[config.mk]
export PLATFORM = sky130hd
export DESIGN_NAME = e603_subsys_irq_cond
export DESIGN_NICKNAME = d
export VERILOG_FILES = /design/src/rtl/e603_subsys_irq_pkg.sv /design/src/rtl/e603_subsys_irq_filt.sv /design/src/rtl/e603_subsys_irq_cond.sv
export SDC_FILE = /design/constraint.sdc
export NUM_CORES = 1
export LEC_CHECK = 0
export CORE_ASPECT_RATIO = 0.6
export CORE_MARGIN = 4
export CORE_UTILIZATION = 47
export CTS_CLUSTER_DIAMETER = 50
export CTS_CLUSTER_SIZE = 16
export DETAILED_ROUTE_END_ITERATION = 10
export PLACE_DENSITY_LB_ADDON = 0.25
export SETUP_SLACK_MARGIN = 0.05
export SLEW_MARGIN = 10
export SYNTH_ARGS = -nofsm -noshare
export SYNTH_HDL_FRONTEND = slang
export SYNTH_SLANG_ARGS = --single-unit
[constraint.sdc]
create_clock -name clk_i -period 2.9 [get_ports clk_i]
set_input_delay 0.725 -clock clk_i [delete_from_list [all_inputs] [get_ports clk_i]]
set_output_delay 0.725 -clock clk_i [all_outputs]
set_load 0.02 [all_outputs]
[src/rtl/e603_subsys_irq_pkg.sv]
// Shared definitions for the peripheral IRQ conditioner: source indices and filter helpers.
package e603_subsys_irq_pkg;

  localparam int IRQ_NUM_DEF = 9;

  localparam int IRQ_UART0 = 0;
  localparam int IRQ_UDMA  = 1;
  localparam int IRQ_QSPI0 = 2;
  localparam int IRQ_QSPI1 = 3;
  localparam int IRQ_QSPI2 = 4;
  localparam int IRQ_MISC0 = 5;
  localparam int IRQ_MISC1 = 6;
  localparam int IRQ_ETH   = 7;
  localparam int IRQ_SDIO  = 8;

  // Filter counter must hold FILT_CYC itself; never let the width collapse to zero.
  function automatic int cnt_width(input int filt_cyc);
    return (filt_cyc < 1) ? 1 : $clog2(filt_cyc + 1);
  endfunction

endpackage

[src/rtl/e603_subsys_irq_filt.sv]
// Per-source synchroniser chain followed by a stable-count glitch filter.
module e603_subsys_irq_filt
  import e603_subsys_irq_pkg::*;
#(
  parameter int   SYNC_STAGES = 2,
  parameter int   FILT_CYC    = 4,
  parameter logic RST_VAL     = 1'b0
) (
  input  logic clk_i,
  input  logic rst_i,
  input  logic src_i,
  output logic filt_o
);

  logic [SYNC_STAGES-1:0] sync_q;
  logic                   sync_out;

  always_ff @(posedge clk_i or posedge rst_i) begin
    if (rst_i) sync_q <= {SYNC_STAGES{RST_VAL}};
    else       sync_q <= {sync_q[SYNC_STAGES-2:0], src_i};
  end

  assign sync_out = sync_q[SYNC_STAGES-1];

  if (FILT_CYC == 0) begin : g_bypass
    assign filt_o = sync_out;
  end else begin : g_filter
    localparam int CW = cnt_width(FILT_CYC);

    logic [CW-1:0] cnt_q, cnt_d;
    logic          filt_q, filt_d;

    always_comb begin
      cnt_d  = '0;
      filt_d = filt_q;
      if (sync_out != filt_q) begin
        if (cnt_q == CW'(FILT_CYC - 1)) begin
          filt_d = sync_out;
          cnt_d  = '0;
        end else if (cnt_q != CW'(FILT_CYC)) begin
          cnt_d = cnt_q + 1'b1;
        end else begin
          cnt_d = cnt_q;
        end
      end
    end

    always_ff @(posedge clk_i or posedge rst_i) begin
      if (rst_i) begin
        cnt_q  <= '0;
        filt_q <= RST_VAL;
      end else begin
        cnt_q  <= cnt_d;
        filt_q <= filt_d;
      end
    end

    assign filt_o = filt_q;
  end

endmodule

[src/rtl/e603_subsys_irq_cond.sv]
// Conditions raw peripheral IRQs: sync, filter, polarity, level/edge capture, mask.
module e603_subsys_irq_cond
  import e603_subsys_irq_pkg::*;
#(
  parameter int                 IRQ_NUM     = IRQ_NUM_DEF,
  parameter int                 SYNC_STAGES = 2,
  parameter int                 FILT_CYC    = 4,
  parameter logic [IRQ_NUM-1:0] IRQ_POL     = '0
) (
  input  logic               clk_i,
  input  logic               rst_i,
  input  logic [IRQ_NUM-1:0] irq_src_i,
  input  logic [IRQ_NUM-1:0] cfg_edge_i,
  input  logic [IRQ_NUM-1:0] irq_en_i,
  input  logic [IRQ_NUM-1:0] pend_clr_i,
  output logic [IRQ_NUM-1:0] irq_pend_o,
  output logic [IRQ_NUM-1:0] irq_out_o
);

  logic [IRQ_NUM-1:0] filt;
  logic [IRQ_NUM-1:0] act;
  logic [IRQ_NUM-1:0] rise;
  logic [IRQ_NUM-1:0] prev_act_q;
  logic [IRQ_NUM-1:0] pend_q, pend_d;
  logic [IRQ_NUM-1:0] out_q, out_d;

  for (genvar g = 0; g < IRQ_NUM; g++) begin : g_src
    e603_subsys_irq_filt #(
      .SYNC_STAGES (SYNC_STAGES),
      .FILT_CYC    (FILT_CYC),
      .RST_VAL     (IRQ_POL[g])
    ) u_filt (
      .clk_i  (clk_i),
      .rst_i  (rst_i),
      .src_i  (irq_src_i[g]),
      .filt_o (filt[g])
    );
  end

  assign act  = filt ^ IRQ_POL;
  assign rise = act & ~prev_act_q;

  // On a coincident rise and clear the rise term keeps the pending bit set.
  assign pend_d = (cfg_edge_i & (rise | (pend_q & ~pend_clr_i)))
                | (~cfg_edge_i & act);
  assign out_d  = pend_q & irq_en_i;

  // prev_act starts at 1 so a source already active out of reset is not seen as an edge.
  always_ff @(posedge clk_i or posedge rst_i) begin
    if (rst_i) begin
      prev_act_q <= '1;
      pend_q     <= '0;
      out_q      <= '0;
    end else begin
      prev_act_q <= act;
      pend_q     <= pend_d;
      out_q      <= out_d;
    end
  end

  assign irq_pend_o = pend_q;
  assign irq_out_o  = out_q;

endmodule

==> run summary, run 1 <==
Layout Nets: 389
minimum clock period: 2060 ps
DRT Wirelength: 5650 um
Setup CP Type: reg2out
DP HPWL: 4020 um
Remaining DRCs: 0
drt pass-1 iters: 4
first-pass GRT wire length: 9670 um
FP Rows: 23
worst path arrival time: 1330 ps
via/cell ratio: 4.83
#FFs+latches synth: 81
Post-synth ARST share: 100%
Max Fclk: 486 MHz
Starting Density: 48.8%
EDFF count, synth: 0
Slew @ Worst Pin: 400 ps
Post-Syn Area: 0.00327 sq mm
hold_sp: g_src[6].u_filt.sync_q[0]
relative slew slack: 73.1%
TritonCTS clock tree: yes
CP peak stage delay: 630 ps
clock buffer count from CTS: 9
setup TNS: 0 ps
layout cell share with drive strength beyond 1: 10.7%
hold_ws: 343 ps
IO Port Bufs: 55
initial antenna violation count: 0
Hold EP: g_src[6].u_filt.sync_q[1]
RSZ-0062 raised after global routing: false
Hold Fails Final Rpt: 0
syn_nets: 322
GRT overflow: 0
Leak: 1.95 nW
Slowest-stage cell, CP: clkdlybuf4s50_1
vias in the first global route: 2113
die height: 72.6 um
Routed Antenna Nets: 0
top-area cell type share of the netlist area: 55.1%
clock buffer depth: 2
Post-CTS Hold Buffers: 0
Ys Warns: 0
number of max-cap violations: 0
setup slack, reg-to-reg: 1580 ps
clk_skew: 4.62 ps
via count: 2051
r2r endpoint: g_src[3].u_filt.filt_o
clock latency on the worst-skew pair: 330 ps
Post-Syn Instances: 266
largest area contributor in the netlist: dfrtp_1
run status: finished, final reports clean
# clock sinks: 81
Commonest cells post-synth: dfrtp_1, inv_1, ha_1
period utilization: 70.9%
critical path's top delay family: buffers and inverters
crit path capture type: primary output
GRT Overall Usage: 15.0%
die area: 0.00840 sq mm
Worst-path clk slew: 60 ps
hold depth: 0
postcts setup bufs: 0
reg2reg start: g_src[3].u_filt.g_filter.cnt_q[0]
Synth area leaders: dfrtp_1, dfstp_2, ha_1
total I/O pin count: 56
DR WL/cell: 13.3 um
Worst Setup Start Kind: register
R2R depth: 3
Yosys cell types: 26
Max VDD drop: 0.535 mV
antenna cells: 0
WP data required: 2170 ps
top-count cell post-synth: dfrtp_1
sequential fraction of the synthesis area: 62.3%
min-delay worst type: reg2reg
CP bufs+invs: 1
Post-CTS Resized: 0
H-tree level count: 3
endpoints failing setup: 0
Slew Limit Fails: 0
Final GP Congestion: 0.778
synthesized area per cell: 12.3 sq um
largest net degree at the start of global routing: 66
top_reg_cell synth: dfrtp_1
root buffer cell: clkbuf_16
area delta synth->final: 30.0%
CP cell instances: clkdlybuf4s50_1
Die X: 116 um
number of DRC markers in iteration 0: 78
Critical Path Fanout Max: 3
Core ar.: 0.00671 sq mm
pwr/cell area: 971 mW/mm^2
==> layer usage <==
metal | track usage, % | part of all wire (%) | wire (um) | vias to the layer above
li1 | - | - | - | 1023
met1 | 19.1 | 47 | 2650 | 980
met2 | 23.4 | 45 | 2570 | 41
met3 | 5.97 | 6.3 | 355 | 7
met4 | 5.41 | 1.3 | 73 | 0
met5 | 0 | 0 | 0 | -
==> layout by cell type (no fill, tap or decap), types with 2 or more instances in the layout <==
cell,instances
a211o_1,3
a211oi_1,5
a21boi_1,2
a21oi_1,14
a32o_1,9
and2_1,9
and3_1,3
clkbuf_1,2
clkbuf_16,9
clkbuf_8,2
clkdlybuf4s50_1,55
clkinv_2,3
dfrtp_1,72
dfstp_2,9
ha_1,18
inv_1,33
mux2_2,8
mux2i_1,6
nand2_1,17
nand2b_1,8
nand3_1,8
nor2_1,9
nor2b_1,5
o21ai_0,11
xnor2_1,7
xor2_1,4
==> report_power, final <==
part / total (mW) / switching, mW / leakage (nW) / internal [mW]
logic: 1.25 / 0.597 / 0.800 / 0.654
clock network: 1.11 / 0.402 / 0.150 / 0.710
registers: 1.77 / 0.257 / 0.998 / 1.51
total: 4.13 / 1.26 / 1.95 / 2.87
==> cell type report <==
type | count | area [sq um]
Sequential cell | 81 | 2040
Clock buffer | 13 | 260
Clock inverter | 3 | 40.0
Timing Repair Buffer | 56 | 571
Fill cell | 539 | 2450
Multi-Input combinational cell | 151 | 1100
Tap cell | 87 | 109
Inverter | 34 | 129
==> through the flow <==
| stage | cells | utilization, % | power, mW | worst slack [ps] | cell area (sq um) |
|---|---|---|---|---|---|
| after floorplan | 266 | - | 2.57 | 110 | 3270 |
| after global placement | 409 | 58.9 | 2.97 | 1210 | 3950 |
| after detailed placement | 409 | 58.9 | 3.04 | 1190 | 3950 |
| after CTS | 425 | 63.4 | 4.18 | 834 | 4250 |
| after global routing | 425 | 63.4 | 4.40 | 809 | 4250 |
| final | 425 | 63.4 | 4.13 | 844 | 4250 |
==> registers in the layout (all words and copies together), names as in the netlist <==
signal	flops
g_src.u_filt.filt_o	9
g_src.u_filt.g_filter.cnt_q	27
irq_pend_o	9
g_src.u_filt.sync_q	18
prev_act_q	9
irq_out_o	9
==> how the worst max path moves through the flow <==
stage / slack [ps] / from / end / depth (start not counted)
after detailed placement: 1190 / irq_pend_o[8] / irq_pend_o[8] / 1
after floorplan: 110 / rst_i / g_src[0].u_filt.filt_o / 1
after global routing: 810 / irq_pend_o[8] / irq_pend_o[8] / 1
after global placement: 1210 / rst_i / prev_act_q[5] / 3
final: 840 / irq_pend_o[8] / irq_pend_o[8] / 1
after CTS: 830 / irq_pend_o[8] / irq_pend_o[8] / 1
==> kinds of logic after synthesis <==
logic type / count (synthesis) / share of synthesized area [%]
flip-flops: 81 / 62.3
adder cells (fa/ha/maj): 18 / 6.89
AND/OR/NAND/NOR: 62 / 9.64
XOR/XNOR: 11 / 2.95
AO/OA/AOI/OAI: 46 / 9.72
multiplexers: 14 / 4.59
buffers and inverters: 34 / 3.90
Note: power is estimated with default switching activity, not from simulation.
==> run 2, diff against run 1 <==
--- a/config.mk
+++ b/config.mk
@@ -7,7 +7,7 @@
 export LEC_CHECK = 0
 export CORE_ASPECT_RATIO = 0.6
 export CORE_MARGIN = 4
-export CORE_UTILIZATION = 47
+export CORE_UTILIZATION = 52
 export CTS_CLUSTER_DIAMETER = 50
 export CTS_CLUSTER_SIZE = 16
 export DETAILED_ROUTE_END_ITERATION = 10
==> constraint.sdc (replaced) <==
create_clock -name clk_i -period 2 [get_ports clk_i]
set_input_delay 0.5 -clock clk_i [delete_from_list [all_inputs] [get_ports clk_i]]
set_output_delay 0.5 -clock clk_i [all_outputs]
set_load 0.02 [all_outputs]
==> run summary, run 2 (same netlist as run 1, synthesis figures left out) <==
relative slew slack: 76.3%
GRT Overall Usage: 15.1%
sequential share of power: 47.6%
CP peak stage delay: 620 ps
# clock sinks: 81
most frequent cells in the layout: dfrtp_1, clkdlybuf4s50_1, inv_1, ha_1, nand2_1
fillers: 460
Worst Setup Start Kind: register
Net Sw Frac: 32.1%
run status: finished, final reports clean
critical path's top delay family: buffers and inverters
Biggest register: g_src.u_filt.g_filter.cnt_q
drt pass-1 iters: 4
Slew @ Worst Pin: 354 ps
max FFs per register: 27
via/cell ratio: 4.85
Critical Path Fanout Max: 3
Routed Antenna Nets: 0
Starting Density: 53.5%
min-delay worst type: reg2reg
FP Rows: 22
root buffer cell: clkbuf_8
multi-input combinational cell area: 0.00110 sq mm
final core utilization: 67.6%
DRT Wirelength: 5190 um
first-pass GRT wire length: 8980 um
period utilization: 91.9%
clock buffer count from CTS: 9
clock buffer depth: 2
Critical Path Source: irq_pend_o[1]
Core ar.: 0.00611 sq mm
area delta synth->final: 26.3%
reg2reg start: g_src[7].u_filt.g_filter.cnt_q[0]
Comb power frac: 33.7%
pwr/cell area: 1290 mW/mm^2
Slew Limit Fails: 0
Remaining DRCs: 0
Post-CTS Resized: 0
antenna cells: 0
Leak: 1.88 nW
GRT overflow: 0
clk_skew: 5.45 ps
initial antenna violation count: 0
Layout Nets: 390
setup TNS: 0 ps
worst path arrival time: 1340 ps
Max VDD drop: 0.602 mV
via count: 2051
endpoints failing setup: 0
total I/O pin count: 56
number of DRC markers in iteration 0: 91
Setup CP Type: reg2out
Die X: 110 um
largest registers: g_src.u_filt.g_filter.cnt_q (27), g_src.u_filt.sync_q (18)
Final GP Congestion: 0.752
clock latency on the worst-skew pair: 350 ps
NetSw: 1.71 mW
Slowest-stage cell, CP: clkdlybuf4s50_1
H-tree level count: 3
layout cell share with drive strength beyond 1: 10.0%
minimum clock period: 1840 ps
vias in the first global route: 2025
Post-CTS Hold Buffers: 0
crit path capture type: primary output
CP cell instances: clkdlybuf4s50_1
Worst-path clk slew: 70 ps
die area: 0.00766 sq mm
most common cell after layout, fill and taps aside: dfrtp_1
DR WL/cell: 12.3 um
TritonCTS clock tree: yes
clock network power share: 18.7%
DP HPWL: 3870 um
postcts setup bufs: 0
CP bufs+invs: 1
hold_sp: g_src[1].u_filt.sync_q[0]
Hold Fails Final Rpt: 0
IO Port Bufs: 55
die height: 69.4 um
largest net degree at the start of global routing: 49
RSZ-0062 raised after global routing: false
WP data required: 1500 ps
register area: 0.00204 sq mm
number of max-cap violations: 0
Max Fclk: 544 MHz
Int Power: 3.62 mW
==> run 2: power by group through the flow <==
stage / clock, mW / combinational [mW] / sequential (mW)
finish: 0.998 / 1.79 / 2.54
global route: 1.11 / 2.02 / 2.61
CTS: 1.04 / 1.82 / 2.54
detailed placement: 0 / 1.82 / 2.57
global placement: 0 / 1.75 / 2.55
floorplan: 0 / 1.06 / 2.67
==> run 2: routing by layer <==
layer	GRT usage (%)	vias to the layer above	wire, um
li1	-	1023	-
met1	20.8	975	2490
met2	21.4	46	2300
met3	5.40	7	324
met4	6.56	0	69
met5	0	-	0
==> run 2: through the flow <==
stage	setup WS (ps)	power, mW	hold slack (ps)	area, sq um	cells
4_1_cts	133	5.41	354	4130	423
5_1_grt	109	5.74	361	4130	423
6_report	162	5.33	350	4130	423
3_3_place_gp	545	4.30	333	3970	407
2_1_floorplan	583	3.73	331	3270	266
3_5_place_dp	527	4.39	336	3970	407
==> run 2: area by class of cell <==
class                      count  area share (%)
tap                           84            2.54
sequential                    81            49.3
clock buffer                  15            3.79
timing repair buffer          57            14.3
multi-input combinational    151            26.7
inverter                      34            3.18
clock inverter                 1           0.121
==> run 2: path summary, 6_finish.rpt <==
path                                                     endpoint  slack, ps  depth (start not counted)
worst max-delay path                                irq_pend_o[1]        160                          1
worst min-delay path                    g_src[1].u_filt.sync_q[1]        350                          0
worst max register to register  g_src[7].u_filt.g_filter.cnt_q[1]        690                          4
worst min register to register          g_src[1].u_filt.sync_q[1]        350                          0
max in group asynchronous                           prev_act_q[4]        980                          3
min in group asynchronous                  g_src[3].u_filt.filt_o        450                          2
==> RTL change 1 (flow settings as in run 2) <==
Set the parameter `IRQ_POL` to 1 (it was '0).
--- a/src/rtl/e603_subsys_irq_cond.sv
+++ b/src/rtl/e603_subsys_irq_cond.sv
@@ -6,5 +6,5 @@
   parameter int                 SYNC_STAGES = 2,
   parameter int                 FILT_CYC    = 4,
-  parameter logic [IRQ_NUM-1:0] IRQ_POL     = '0
+  parameter logic [IRQ_NUM-1:0] IRQ_POL     = 1
 ) (
   input  logic               clk_i,
Function: changed (Yosys sat finds a counterexample within 10 cycles, from zero or initial values and one cycle with rst_i high).
==> RTL change 1 against run 2 <==
Power rose by 4.7%; core utilization rose by 1.2 points; wire length rose by 1.5%; global-route usage fell by 0.091 points; synthesized area rose by 0.23%; count of clock-buffer cells in the layout fell by 3; cell area rose by 1.7%; sequential cell count did not move; worst setup slack improved by 0.0072 ns; die area rose by 0.21%; critical endpoint is now irq_pend_o[3].
==> RTL change 1: results <==
[critical_path]
cp_slowest_stage_delay_ns = 0.61
crit_start = irq_pend_o[3]

[yosys]
synth.area.top_cells = dfrtp_1, dfstp_2, ha_1, inv_1, mux2_2
synthDistinctLibCells = 27
synthMuxAreaShare_pct = 4.58
ys_top_cells_by_count = dfrtp_1, inv_1, ha_1, nand2_1, a21oi_1
synthXorXnorAreaFrac_pct = 2.94
synth_compound_area_share_pct = 9.81
syn_nets = 323
yosysWarnings = 0
synthAdderAreaFrac_pct = 6.87
synth-seq-area-share_pct = 62.3
avgSynthCellArea_um2 = 12.3

[cts]
ctsResizeCount = 0
cts_buffer_depth = 2
cts_setup_buffers = 0

[timing]
fin_skew_ns = 0.0118
timing.max_slew.rel_slack_pct = 71.4

[place]
dpl.hpwl_um = 3870
place.gp.congestion = 0.811
place_inst = 409

[final_layout]
buffers = 58
fin_cells = 425
top_register = g_src.u_filt.g_filter.cnt_q
seq_area_um2 = 2040
final-nonclk-buf-share_pct = 14.5
clkbuf_count = 12
nets = 392
clock_cell_area_share_pct = 4.88
n_fill_cell = 470
nNonClkInverters = 35
drive_gt1_share_pct = 12.0
multi_input_comb_cells = 151

[grt]
grt_max_degree = 27
grt_util_met1_pct = 18.8
grt_pass1_wl_um = 9320
grt.total_usage_pct = 15.0
grt_pass1_vias = 2155
grt_use_met3_pct = 5.58
grtUsageMet2_pct = 24.0

[power_and_ir_drop]
comb_power_share_pct = 32.6
p_clk_mw = 1.22
vdd_ir_drop_max_mv = 0.557
p_leak_nw = 1.92
p_sw_mw = 1.73

[outcome]
status = complete, no violations

[routing]
dr_total_vias = 2084
wl_met2_um = 2460
wl_met1_um = 2530
drtIter0Drc = 57
wirelength_um = 5270
dr_wl_met3_um = 243

[worst_hold_path]
hold_path_startpoint = g_src[5].u_filt.sync_q[0]
-- RTL change 1: path summary, 6_finish.rpt --
path	to	slack (ns)	depth (start not counted)
worst max-delay path	irq_pend_o[3]	0.17	1
worst min-delay path	g_src[5].u_filt.sync_q[1]	0.34	0
worst max register to register	g_src[7].u_filt.g_filter.cnt_q[1]	0.67	4
worst min register to register	g_src[5].u_filt.sync_q[1]	0.34	0
max in group asynchronous	prev_act_q[4]	0.94	3
min in group asynchronous	g_src[2].u_filt.sync_q[0]	0.54	2
-- RTL change 1: stage by stage --
stage | total power, mW | utilization (%) | worst slack (ns) | area [um2]
after floorplan | 3.75 | - | 0.586 | 3280
after global placement | 4.32 | 65.4 | 0.553 | 4000
after detailed placement | 4.41 | 65.4 | 0.527 | 4000
after CTS | 5.66 | 68.8 | 0.141 | 4200
after global routing | 6.01 | 68.8 | 0.104 | 4200
final | 5.58 | 68.8 | 0.169 | 4200
==> RTL change 2 (config.mk and constraints of run 2) <==
Without the edit above. Reset style: synchronous (`rst_i`), changed in 3 clocked blocks.
--- a/src/rtl/e603_subsys_irq_filt.sv
+++ b/src/rtl/e603_subsys_irq_filt.sv
@@ -16,5 +16,5 @@
   logic                   sync_out;
 
-  always_ff @(posedge clk_i or posedge rst_i) begin
+  always_ff @(posedge clk_i) begin
     if (rst_i) sync_q <= {SYNC_STAGES{RST_VAL}};
     else       sync_q <= {sync_q[SYNC_STAGES-2:0], src_i};
@@ -46,5 +46,5 @@
     end
 
-    always_ff @(posedge clk_i or posedge rst_i) begin
+    always_ff @(posedge clk_i) begin
       if (rst_i) begin
         cnt_q  <= '0;
--- a/src/rtl/e603_subsys_irq_cond.sv
+++ b/src/rtl/e603_subsys_irq_cond.sv
@@ -47,5 +47,5 @@
 
   // prev_act starts at 1 so a source already active out of reset is not seen as an edge.
-  always_ff @(posedge clk_i or posedge rst_i) begin
+  always_ff @(posedge clk_i) begin
     if (rst_i) begin
       prev_act_q <= '1;
Check against the original RTL: differs if rst_i is asserted again (counterexample within 10 cycles, from zero or initial values and one cycle with rst_i high); with rst_i held inactive, the same outputs for 10 cycles.
==> RTL change 2 against run 2 <==
Sequential cell count stayed put; worst setup slack improved by 0.011 ns; wire length up 9.4%; non-clock buffer count stayed put; via count increased by 14%; count of clock-buffer cells in the layout down 3; cell area increased by 2.8%; die area rose by 4.3%; clock skew increased by 0.0052 ns; synthesized area grew 4.8%; critical path type unchanged; highest routed layer unchanged.
Power is not compared: it rests on default switching activity, and its combinational part moved more than twofold at a synthesized area within 25%.
==> RTL change 2: results <==
[outcome]
status = complete, no violations

[yosys]
synth.area.top_cells = dfxtp_1, a2111oi_2, ha_1, a21bo_2, nor2b_1
synthMuxAreaShare_pct = 2.63
syn_nets = 380
synth-seq-area-share_pct = 47.3
synth_compound_area_share_pct = 20.0
synth_cells = 315
synthDistinctLibCells = 19
yosysWarnings = 0
async_reset_ff_share_pct = 0
ys_top_cells_by_count = dfxtp_1, ha_1, inv_1, a2111oi_2
synthAdderAreaFrac_pct = 9.86
synthXorXnorAreaFrac_pct = 2.30

[grt]
grt_max_degree = 50
grt_pass1_wl_um = 9980
grt.total_usage_pct = 15.5
grt_pass1_vias = 2288

[timing]
fin_skew_ns = 0.0107
whs_ns = 0.438
tightest_slew_ns = 0.444

[routing]
wirelength_um = 5680
drtIter0Drc = 107
wl_per_cell_um = 12.3
viasPerCell = 5.05

[place]
place.gp.congestion = 0.756
place_area_um2 = 4070
place_inst = 447
dpl.hpwl_um = 4080
io_buffers = 55

[critical_path]
reg2reg_slack_ns = 0.62
cpLargestDelayFamily = buffers and inverters
crit_fanout = 3

[cts]
cts_setup_buffers = 0
cts-root-buf = clkbuf_8

[final_layout]
drive_gt1_share_pct = 17.7
nets = 439
n_fill_cell = 475

[power_and_ir_drop]
vdd_ir_drop_max_mv = 0.378

[worst_hold_path]
hold_path.class = reg2reg
-- RTL change 2: routing by layer --
metal  share of wire, %  track usage, %
met5                  0               0
met4                1.1            4.80
met3                6.1            7.26
met2                 44            24.3
met1                 49            19.0
-- RTL change 2: stage by stage --
stage          worst slack [ns]  utilization [%]
2_1_floorplan             0.727                -
3_3_place_gp              0.562             65.1
3_5_place_dp              0.539             65.1
4_1_cts                   0.153             67.9
5_1_grt                   0.113             67.9
6_report                  0.173             67.9
-- RTL change 2: area by class of cell --
| cell class | instances | area [um2] | area share [%] |
|---|---|---|---|
| clock buffers | 12 | 135 | 3.18 |
| inverters | 27 | 101 | 2.39 |
| well taps | 84 | 105 | 2.48 |
| flip-flops and latches | 81 | 1620 | 38.2 |
| multi-input cells | 198 | 1650 | 39.0 |
| clock inverters | 3 | 42.5 | 1.00 |
| repair buffers | 57 | 586 | 13.8 |
-- RTL change 2: kinds of logic after synthesis --
kind of cell / Yosys count
AOI/OAI and AO/OA: 63
adders and majority gates: 27
xor gates and xnor gates: 9
muxes: 9
DFF: 81
and+or+nand+nor: 90
buffers and inverters: 36
-- RTL change 2: path summary, 6_finish.rpt --
check	startpoint	endpoint	cells after the start
min reg2reg	g_src[4].u_filt.sync_q[0]	g_src[4].u_filt.sync_q[1]	1
min	g_src[4].u_filt.sync_q[0]	g_src[4].u_filt.sync_q[1]	1
max reg2reg	g_src[7].u_filt.g_filter.cnt_q[0]	g_src[7].u_filt.g_filter.cnt_q[1]	4
max	irq_pend_o[4]	irq_pend_o[4]	1
-- RTL change 2: report_power, final --
group          total [mW]  internal, mW  switching, mW
clock network        1.11         0.570          0.538
logic               0.181         0.110         0.0711
registers            1.66          1.64         0.0145
